--- config.mk ---
export PLATFORM = sky130hd
export DESIGN_NAME = buffer_arbiter
export DESIGN_NICKNAME = d
export VERILOG_FILES = /design/src/rtl/buffer_arbiter_pkg.sv /design/src/rtl/buffer_arbiter_mem.sv /design/src/rtl/buffer_arbiter.sv
export SDC_FILE = /design/constraint.sdc
export NUM_CORES = 1
export LEC_CHECK = 0
export ABC_AREA = 1
export CAP_MARGIN = 30
export CORE_MARGIN = 4
export CORE_UTILIZATION = 45
export DETAILED_ROUTE_END_ITERATION = 8
export HOLD_SLACK_MARGIN = 0.06
export PLACE_DENSITY = 0.67
export RECOVER_POWER = 50
export SLEW_MARGIN = 20
export SYNTH_ARGS = -nofsm -noshare
export SYNTH_HDL_FRONTEND = slang
export SYNTH_SLANG_ARGS = --single-unit
--- constraint.sdc ---
create_clock -name clk -period 3 [get_ports clk]
set_input_delay 0.3 -clock clk [delete_from_list [all_inputs] [get_ports clk]]
set_output_delay 0.3 -clock clk [all_outputs]
set_load 0.01 [all_outputs]
--- src/rtl/buffer_arbiter_pkg.sv ---
// Shared definitions for the two-writer circular buffer controller:
// default widths, requester indices and the round-robin grant helper.
package buffer_arbiter_pkg;

  localparam int DEF_DW = 32;
  localparam int DEF_AW = 3;

  localparam logic REQ0 = 1'b0;
  localparam logic REQ1 = 1'b1;

  typedef enum logic [1:0] {
    GRANT_NONE = 2'b00,
    GRANT_0    = 2'b01,
    GRANT_1    = 2'b10
  } grant_e;

  // A lone requester always wins; a tie goes to whoever holds priority.
  // A blocked (full) buffer grants nobody.
  function automatic grant_e pick_grant(input logic req0,
                                        input logic req1,
                                        input logic prio,
                                        input logic blocked);
    grant_e g;
    g = GRANT_NONE;
    if (!blocked) begin
      if (req0 && req1) begin
        g = (prio == REQ0) ? GRANT_0 : GRANT_1;
      end else if (req0) begin
        g = GRANT_0;
      end else if (req1) begin
        g = GRANT_1;
      end
    end
    return g;
  endfunction

endpackage

--- src/rtl/buffer_arbiter_mem.sv ---
// Storage array for the circular buffer: one synchronous write port and
// one asynchronous read port. Contents are deliberately not reset.
module buffer_mem #(
  parameter int DW = 32,
  parameter int AW = 3
) (
  input  logic          clk,
  input  logic          wr_en,
  input  logic [AW-1:0] wr_addr,
  input  logic [DW-1:0] wr_data,
  input  logic [AW-1:0] rd_addr,
  output logic [DW-1:0] rd_data
);

  logic [DW-1:0] mem [2**AW];

  // Store the granted word at the write pointer on the rising edge.
  always_ff @(posedge clk) begin
    if (wr_en) begin
      mem[wr_addr] <= wr_data;
    end
  end

  assign rd_data = mem[rd_addr];

endmodule

--- src/rtl/buffer_arbiter.sv ---
// Two-producer, one-consumer controller around a shared circular buffer.
// Arbitrates the single write slot round-robin, sequences the read and
// write pointers, tracks occupancy and registers the read data.
module buffer_arbiter
  import buffer_arbiter_pkg::*;
#(
  parameter int DW = DEF_DW,
  parameter int AW = DEF_AW
) (
  input  logic          clk,
  input  logic          reset,
  input  logic          req0,
  input  logic [DW-1:0] data0,
  output logic          gnt0,
  input  logic          req1,
  input  logic [DW-1:0] data1,
  output logic          gnt1,
  input  logic          rd_en,
  output logic [DW-1:0] rd_data,
  output logic          rd_valid,
  output logic          empty,
  output logic          full,
  output logic [AW:0]   count
);

  localparam logic [AW:0] DEPTH = {1'b1, {AW{1'b0}}};

  logic [AW-1:0] wr_ptr;
  logic [AW-1:0] rd_ptr;
  logic          prio;
  grant_e        grant;
  logic          wr_accept;
  logic          rd_accept;
  logic [DW-1:0] wr_data;
  logic [DW-1:0] mem_rd_data;

  assign empty = (count == '0);
  assign full  = (count == DEPTH);

  // Grants depend only on requests, fullness and priority, never on data.
  always_comb begin
    grant   = pick_grant(req0, req1, prio, full);
    gnt0    = (grant == GRANT_0);
    gnt1    = (grant == GRANT_1);
    wr_data = (grant == GRANT_1) ? data1 : data0;
  end

  assign wr_accept = gnt0 | gnt1;
  assign rd_accept = rd_en & ~empty;

  buffer_mem #(
    .DW(DW),
    .AW(AW)
  ) u_mem (
    .clk    (clk),
    .wr_en  (wr_accept),
    .wr_addr(wr_ptr),
    .wr_data(wr_data),
    .rd_addr(rd_ptr),
    .rd_data(mem_rd_data)
  );

  // Pointers wrap naturally; count moves only when exactly one side acts.
  always_ff @(posedge clk or posedge reset) begin
    if (reset) begin
      wr_ptr <= '0;
      rd_ptr <= '0;
      count  <= '0;
    end else begin
      if (wr_accept) begin
        wr_ptr <= wr_ptr + 1'b1;
      end
      if (rd_accept) begin
        rd_ptr <= rd_ptr + 1'b1;
      end
      if (wr_accept && !rd_accept) begin
        count <= count + 1'b1;
      end else if (rd_accept && !wr_accept) begin
        count <= count - 1'b1;
      end
    end
  end

  // Priority passes to the other requester after every grant.
  always_ff @(posedge clk or posedge reset) begin
    if (reset) begin
      prio <= REQ0;
    end else if (gnt0) begin
      prio <= REQ1;
    end else if (gnt1) begin
      prio <= REQ0;
    end
  end

  // Read register: captures the head word on an accepted read, else holds.
  always_ff @(posedge clk or posedge reset) begin
    if (reset) begin
      rd_data  <= '0;
      rd_valid <= 1'b0;
    end else begin
      rd_valid <= rd_accept;
      if (rd_accept) begin
        rd_data <= mem_rd_data;
      end
    end
  end

endmodule
==> results.cfg, run 1 <==
[global_routing]
maximum_number_of_pins_on_one_net_before_global_route_repair = 130
first_pass_grt_wire_length_mm = 47.6
grt-ovfl-total = 0
antenna_found_initial = 0
groute.usage.overall_pct = 19.1
via_count_of_the_first_global_routing_pass = 8764

[layout]
register_area_mm2 = 0.00879
finalNetCount = 1439
post_route_cells_drive_above_1_share_pct = 6.78
syn_to_final_growth_pct = 21.3
multi_input_comb_area_mm2 = 0.00319
layout.filler_cells = 2392
num_antenna_cells = 0

[clocking]
cts_sinks = 300
clk_latency_ps = 550
htreeDepth = 1
cts-resized-gates = 0
cts_root_buffer = sky130_fd_sc_hd__clkbuf_16
clk_pin_slew_worst_paths_ps = 60
cts_post_setup_buffers_inserted = 0
cts_buffer_depth = 3
number_of_buffers_created_by_cts = 31
cts_tree = done
holdBufCountCts = 0

[critical_path]
worst_setup_path_end_kind = primary output
launching_instance_or_port_of_the_critical_path = count[0]
critical-path-slowest-cell = sky130_fd_sc_hd__clkdlybuf4s50_1
r2r_slack_ps = 260
crit_end = gnt1
critical_path.most_common_cell = sky130_fd_sc_hd__nor2_1
critical_path_cell_count = 7
critPathBufInv = 3
crit_arrival_ps = 2460
rr_startpoint = count[0]
cp_max_stage_delay_ps = 590
cp_top_family = buffers and inverters
worst-endpoint-required_ps = 2700
worstSetupStartpointType = flip-flop
cp_max_fo = 33
criticalPathCategory = reg2out
path_cells = nor2_1, nand3_1, inv_1, nor2_1, ha_1, buf_12, clkdlybuf4s50_1
worst-r2r-cell-count = 6
regToRegEndpoint = rd_data[24]

[status]
outcome = finished, violations left
failed_checks = max-capacitance violations, max-slew violations

[synth]
synthesis.yosys.warnings = 0
synthesis.nets = 1319
syn-instance-count = 1242
yosysUniqueCellTypes = 23
synthesis_stage_register_bit_count = 300
postSynthAreaPerCell_um2 = 10.5
syn_area_mm2 = 0.0130
seq_area_frac_synth_pct = 67.4

[floorplan]
fp.dieArea_mm2 = 0.0318
floorplan.initialDensity_pct = 45.6
die_y_um = 178
number_of_cell_rows = 62
floorplan.core_area_mm2 = 0.0286
chipWidth_um = 178
io_pins = 110

[sta]
min_period_ps = 2760
timing_worst_slew_pin_value_ps = 1590
finalHoldWorstSlack_ps = 313
setup_viol = 0
unrepaired_setup_endpoints_after_global_routing = no
final_min_period_over_clock_period_pct = 92.2
timing_hold_violations_final = 0
worst_slew_margin_rel_pct = -5.90
final.setup_skew_ps = 14.2
final-max-slew-violation-count = 36
timing.fmax_mhz = 362

[detailed_routing]
detailroute.via_count = 8723
first_pass_iters = 6
drt-initial-drc-count = 772
postRouteWirelength_mm = 29.7
vias_per_cell = 4.93
post-route-drc-count = 0
ant_nets = 0
drt-wirelength-per-cell_um = 16.8

[place]
post-dp-hpwl_mm = 17.5
port_buffer_count = 109
gpl_wtd_cong = 0.804

[power_and_ir_drop]
totalPowerFinal_uw = 15000
power.ir.vdd_worst_mv = 0.485
power.leakage_uw = 0.00682
power_per_cell_area_mw_per_mm2 = 949

[job]
cap_viol_max_count = 1

[hold_path]
hold_path_class = in2async
## report_power, final
| part | total, uW | switching [uW] | internal, uW |
|---|---|---|---|
| clock network | 3930 | 1550 | 2380 |
| registers | 5890 | 324 | 5570 |
| logic | 5190 | 3350 | 1840 |
## registers in the layout, indices dropped and copies added (netlist names)
| register | flops |
|---|---|
| count | 4 |
| prio | 1 |
| rd_data | 32 |
| rd_ptr | 3 |
| rd_valid | 1 |
| u_mem.mem | 256 |
| wr_ptr | 3 |
## synth_stat cells (all sizes together)
master | instances | area [um2]
nand2 | 411 | 1550
ha | 7 | 87.6
dfrtp | 44 | 1100
xnor2 | 3 | 26.3
buf | 49 | 282
xor2 | 2 | 17.5
inv | 211 | 792
nand3 | 197 | 991
nor2 | 11 | 41.3
fa | 1 | 20.0
clkbuf | 10 | 37.5
a21boi | 1 | 7.51
o21ai | 5 | 25.0
edfxtp | 256 | 7690
mux2 | 32 | 360
or2 | 2 | 12.5
## area by class of cell
cell class | instances | area share (%)
clock buffers | 43 | 5.31
inverters | 211 | 5.02
repair buffers | 146 | 9.58
multi-input cells | 672 | 20.2
flip-flops and latches | 300 | 55.6
clock inverters | 14 | 1.27
well taps | 384 | 3.04
## layout by cell type (no fill, tap or decap), types with 3 or more instances in the layout
cell type and instances:
sky130_fd_sc_hd__buf_12 13, sky130_fd_sc_hd__buf_4 20, sky130_fd_sc_hd__bufinv_16 5, sky130_fd_sc_hd__clkbuf_1 14, sky130_fd_sc_hd__clkbuf_16 31, sky130_fd_sc_hd__clkdlybuf4s50_1 71
sky130_fd_sc_hd__clkinv_1 3, sky130_fd_sc_hd__clkinv_2 4, sky130_fd_sc_hd__dfrtp_1 41, sky130_fd_sc_hd__dlygate4sd3_1 38, sky130_fd_sc_hd__edfxtp_1 256, sky130_fd_sc_hd__ha_1 7
sky130_fd_sc_hd__inv_1 208, sky130_fd_sc_hd__mux2_1 31, sky130_fd_sc_hd__nand2_1 410, sky130_fd_sc_hd__nand3_1 197, sky130_fd_sc_hd__nor2_1 3, sky130_fd_sc_hd__nor2_4 8
sky130_fd_sc_hd__o21ai_0 5, sky130_fd_sc_hd__xnor2_1 3
## layer usage
metal | up-vias | wire, um | part of all wire (%) | GRT usage, %
li1 | 4243 | - | - | -
met1 | 4160 | 12800 | 43 | 26.5
met2 | 278 | 14400 | 48 | 32.4
met3 | 42 | 1970 | 6.6 | 2.76
met4 | 0 | 491 | 1.7 | 4.03
met5 | - | 0 | 0 | 0
## stage by stage
step | setup WS [ps] | std cells | util (%) | setup TNS, ps | instance area, um2
floorplan | -317 | 1242 | - | -40640 | 13000
global placement | 193 | 1713 | 51.7 | 0 | 14800
detailed placement | 137 | 1713 | 51.7 | 0 | 14800
CTS | 159 | 1770 | 55.4 | 0 | 15800
global route | 46.3 | 1770 | 55.3 | 0 | 15800
finish | 235 | 1770 | 55.3 | 0 | 15800
## kinds of logic (layout without fill, tap and decap cells)
family / Yosys count / in the layout / synth area share (%)
compound gates: 6 / 6 / 0.249
xor+xnor: 5 / 5 / 0.336
fa+ha+maj: 8 / 8 / 0.825
buf+inv: 270 / 414 / 8.52
flops: 300 / 300 / 67.4
mux: 32 / 32 / 2.76
simple gates: 621 / 621 / 19.9
## worst min path at each step
stage / from / end / slack [ps] / cells past startpoint
3_5_place_dp: rd_data[1] / rd_data[1] / 460 / 2
5_1_grt: reset / count[3] / 390 / 2
6_report: reset / count[2] / 310 / 2
3_3_place_gp: rd_data[31] / rd_data[31] / 460 / 2
4_1_cts: reset / count[2] / 70 / 2
2_1_floorplan: wr_ptr[0] / wr_ptr[0] / 490 / 2
Power figures use the tool's default switching activity.
==> run 2: changes to the inputs <==
--- a/config.mk
+++ b/config.mk
@@ -11,7 +11,7 @@
 export CORE_UTILIZATION = 45
 export DETAILED_ROUTE_END_ITERATION = 8
 export HOLD_SLACK_MARGIN = 0.06
-export PLACE_DENSITY = 0.67
+export PLACE_DENSITY = 0.71
 export RECOVER_POWER = 50
 export SLEW_MARGIN = 20
 export SYNTH_ARGS = -nofsm -noshare
==> run 2 against run 1 <==
The flow still finishes with violations (max-capacitance violations, max-slew violations). Count of clock-buffer cells in the layout is the same. Sequential power is essentially flat. Worst setup slack lost 3.4 ps. Worst hold slack gained 79 ps. Routed wire length shrank 0.65%. First-iteration DRC count shrank 0.39%. Cell count shrank 0.11%. Global-route usage shrank 0.55 points. Register-to-register slack gained 50 ps. Largest cell class unchanged.
==> results.cfg, run 2 (synthesized netlist as in run 1, its figures left out) <==
[sta]
min_period_ps = 2770
final-max-slew-violation-count = 22
final.setup_skew_ps = 13.5
unrepaired_setup_endpoints_after_global_routing = no
final_min_period_over_clock_period_pct = 92.3
final.setup.tns_ps = 0
timing.fmax_mhz = 361
timing_worst_slew_pin_value_ps = 1580
setup_viol = 0
timing_hold_violations_final = 0
worst_slew_margin_rel_pct = -5.66

[clocking]
cts_sinks = 300
number_of_buffers_created_by_cts = 31
cts_buffer_depth = 3
clk_pin_slew_worst_paths_ps = 60
cts_root_buffer = sky130_fd_sc_hd__clkbuf_16
cts_post_setup_buffers_inserted = 0
cts-resized-gates = 0
htreeDepth = 1
clk_latency_ps = 550
cts_tree = done
holdBufCountCts = 0

[detailed_routing]
post-route-drc-count = 0
detailroute.via_count = 8740
first_pass_iters = 7
drt-wirelength-per-cell_um = 16.7
ant_nets = 0
vias_per_cell = 4.94
drt-initial-drc-count = 769
postRouteWirelength_mm = 29.5

[floorplan]
die_y_um = 178
chipWidth_um = 178
fp.dieArea_mm2 = 0.0318
floorplan.initialDensity_pct = 45.6
io_pins = 110
floorplan.core_area_mm2 = 0.0286
number_of_cell_rows = 62

[job]
cap_viol_max_count = 1

[layout]
finalNetCount = 1437
num_antenna_cells = 0
post_route_cells_drive_above_1_share_pct = 6.72
mostFrequentLayoutCells = 411 x sky130_fd_sc_hd__nand2_1, 256 x sky130_fd_sc_hd__edfxtp_1, 207 x sky130_fd_sc_hd__inv_1
regMostFlops = u_mem.mem
finish.cell_count_without_fillers = 1768
syn_to_final_growth_pct = 20.2
most_common_cell_after_layout_fill_and_taps_aside = sky130_fd_sc_hd__nand2_1
flip_flop_count_of_the_largest_register_all_copies_and_words_added = 256
layout_top_registers = u_mem.mem (256), rd_data (32), count (4)

[critical_path]
critPathBufInv = 2
cp_max_stage_delay_ps = 610
cp_max_fo = 9
rr_startpoint = count[0]
worst-endpoint-required_ps = 2700
critical_path.most_common_cell = sky130_fd_sc_hd__nor2_1
cp_top_family = buffers and inverters
worst_setup_path_end_kind = primary output
path_cells = nor2_1, nand3_1, inv_1, nor2_1, ha_2, clkdlybuf4s50_1
worstSetupStartpointType = flip-flop
crit_arrival_ps = 2470
launching_instance_or_port_of_the_critical_path = count[0]
criticalPathCategory = reg2out
critical-path-slowest-cell = sky130_fd_sc_hd__clkdlybuf4s50_1

[place]
gpl_wtd_cong = 0.795
port_buffer_count = 109
placed_cells_incl_taps = 1711
post-dp-hpwl_mm = 17.3

[status]
failed_checks = max-capacitance violations, max-slew violations
outcome = finished, violations left

[global_routing]
antenna_found_initial = 0
grt-ovfl-total = 0
groute.usage.overall_pct = 18.5
via_count_of_the_first_global_routing_pass = 8655
maximum_number_of_pins_on_one_net_before_global_route_repair = 130
first_pass_grt_wire_length_mm = 46.0

[hold_path]
hold_path_class = in2async

[power_and_ir_drop]
power.leakage_uw = 0.00674
power_per_cell_area_mw_per_mm2 = 932
power.ir.vdd_worst_mv = 0.615
run 2: final timing paths:
kind | to | slack [ps] | depth (start not counted)
min reg2reg | rd_data[27] | 470 | 2
max reg2reg | u_mem.mem[7][12] | 310 | 11
max | gnt1 | 230 | 6
min in group clk | rd_data[27] | 470 | 2
max in group asynchronous | rd_data[26] | 630 | 3
min | rd_data[23] | 390 | 2
run 2: area by class of cell:
type	count	area, um2
Clock inverter	14	101
Timing Repair Buffer	144	1460
Tap cell	384	480
Inverter	211	795
Sequential cell	300	8790
Clock buffer	43	851
Fill cell	2389	12900
Multi-Input combinational cell	672	3190
run 2: power breakdown:
part	internal, uW	switching, uW	total, uW
Combinational	1800	3380	5180
Clock	2060	1520	3580
Sequential	5570	295	5860
Total	9420	5200	14600
run 2: worst reg2reg max path, cell delays in order, from the launching register on:
cell                       delay, ps
sky130_fd_sc_hd__dfrtp_1         450
sky130_fd_sc_hd__nor2_1          100
sky130_fd_sc_hd__nand3_1         110
sky130_fd_sc_hd__inv_1            60
sky130_fd_sc_hd__nor2_1          150
sky130_fd_sc_hd__inv_1            60
sky130_fd_sc_hd__ha_1            320
sky130_fd_sc_hd__inv_1            80
sky130_fd_sc_hd__clkbuf_1        270
sky130_fd_sc_hd__nand2_1         310
sky130_fd_sc_hd__nor2_4          200
sky130_fd_sc_hd__buf_12          240
run 2: metrics by stage:
step / power [uW] / instance area (um2) / setup WS (ps) / hold WS (ps) / utilization, %
after floorplan: 9290 / 13000 / -317 / 487 / -
after global placement: 11200 / 14800 / 232 / 462 / 51.6
after detailed placement: 11300 / 14800 / 173 / 466 / 51.6
after CTS: 14900 / 15700 / 138 / 106 / 54.9
after global routing: 15600 / 15700 / 51.5 / 483 / 54.8
final: 14600 / 15700 / 232 / 391 / 54.8
run 2: metal layers:
metal	track usage [%]	routed length (um)	part of all wire [%]	up-vias
li1	-	-	-	4239
met1	25.5	12700	43	4144
met5	0	0	0	-
met4	4.86	576	2.0	0
met3	2.95	2000	6.8	52
met2	31.0	14200	48	305
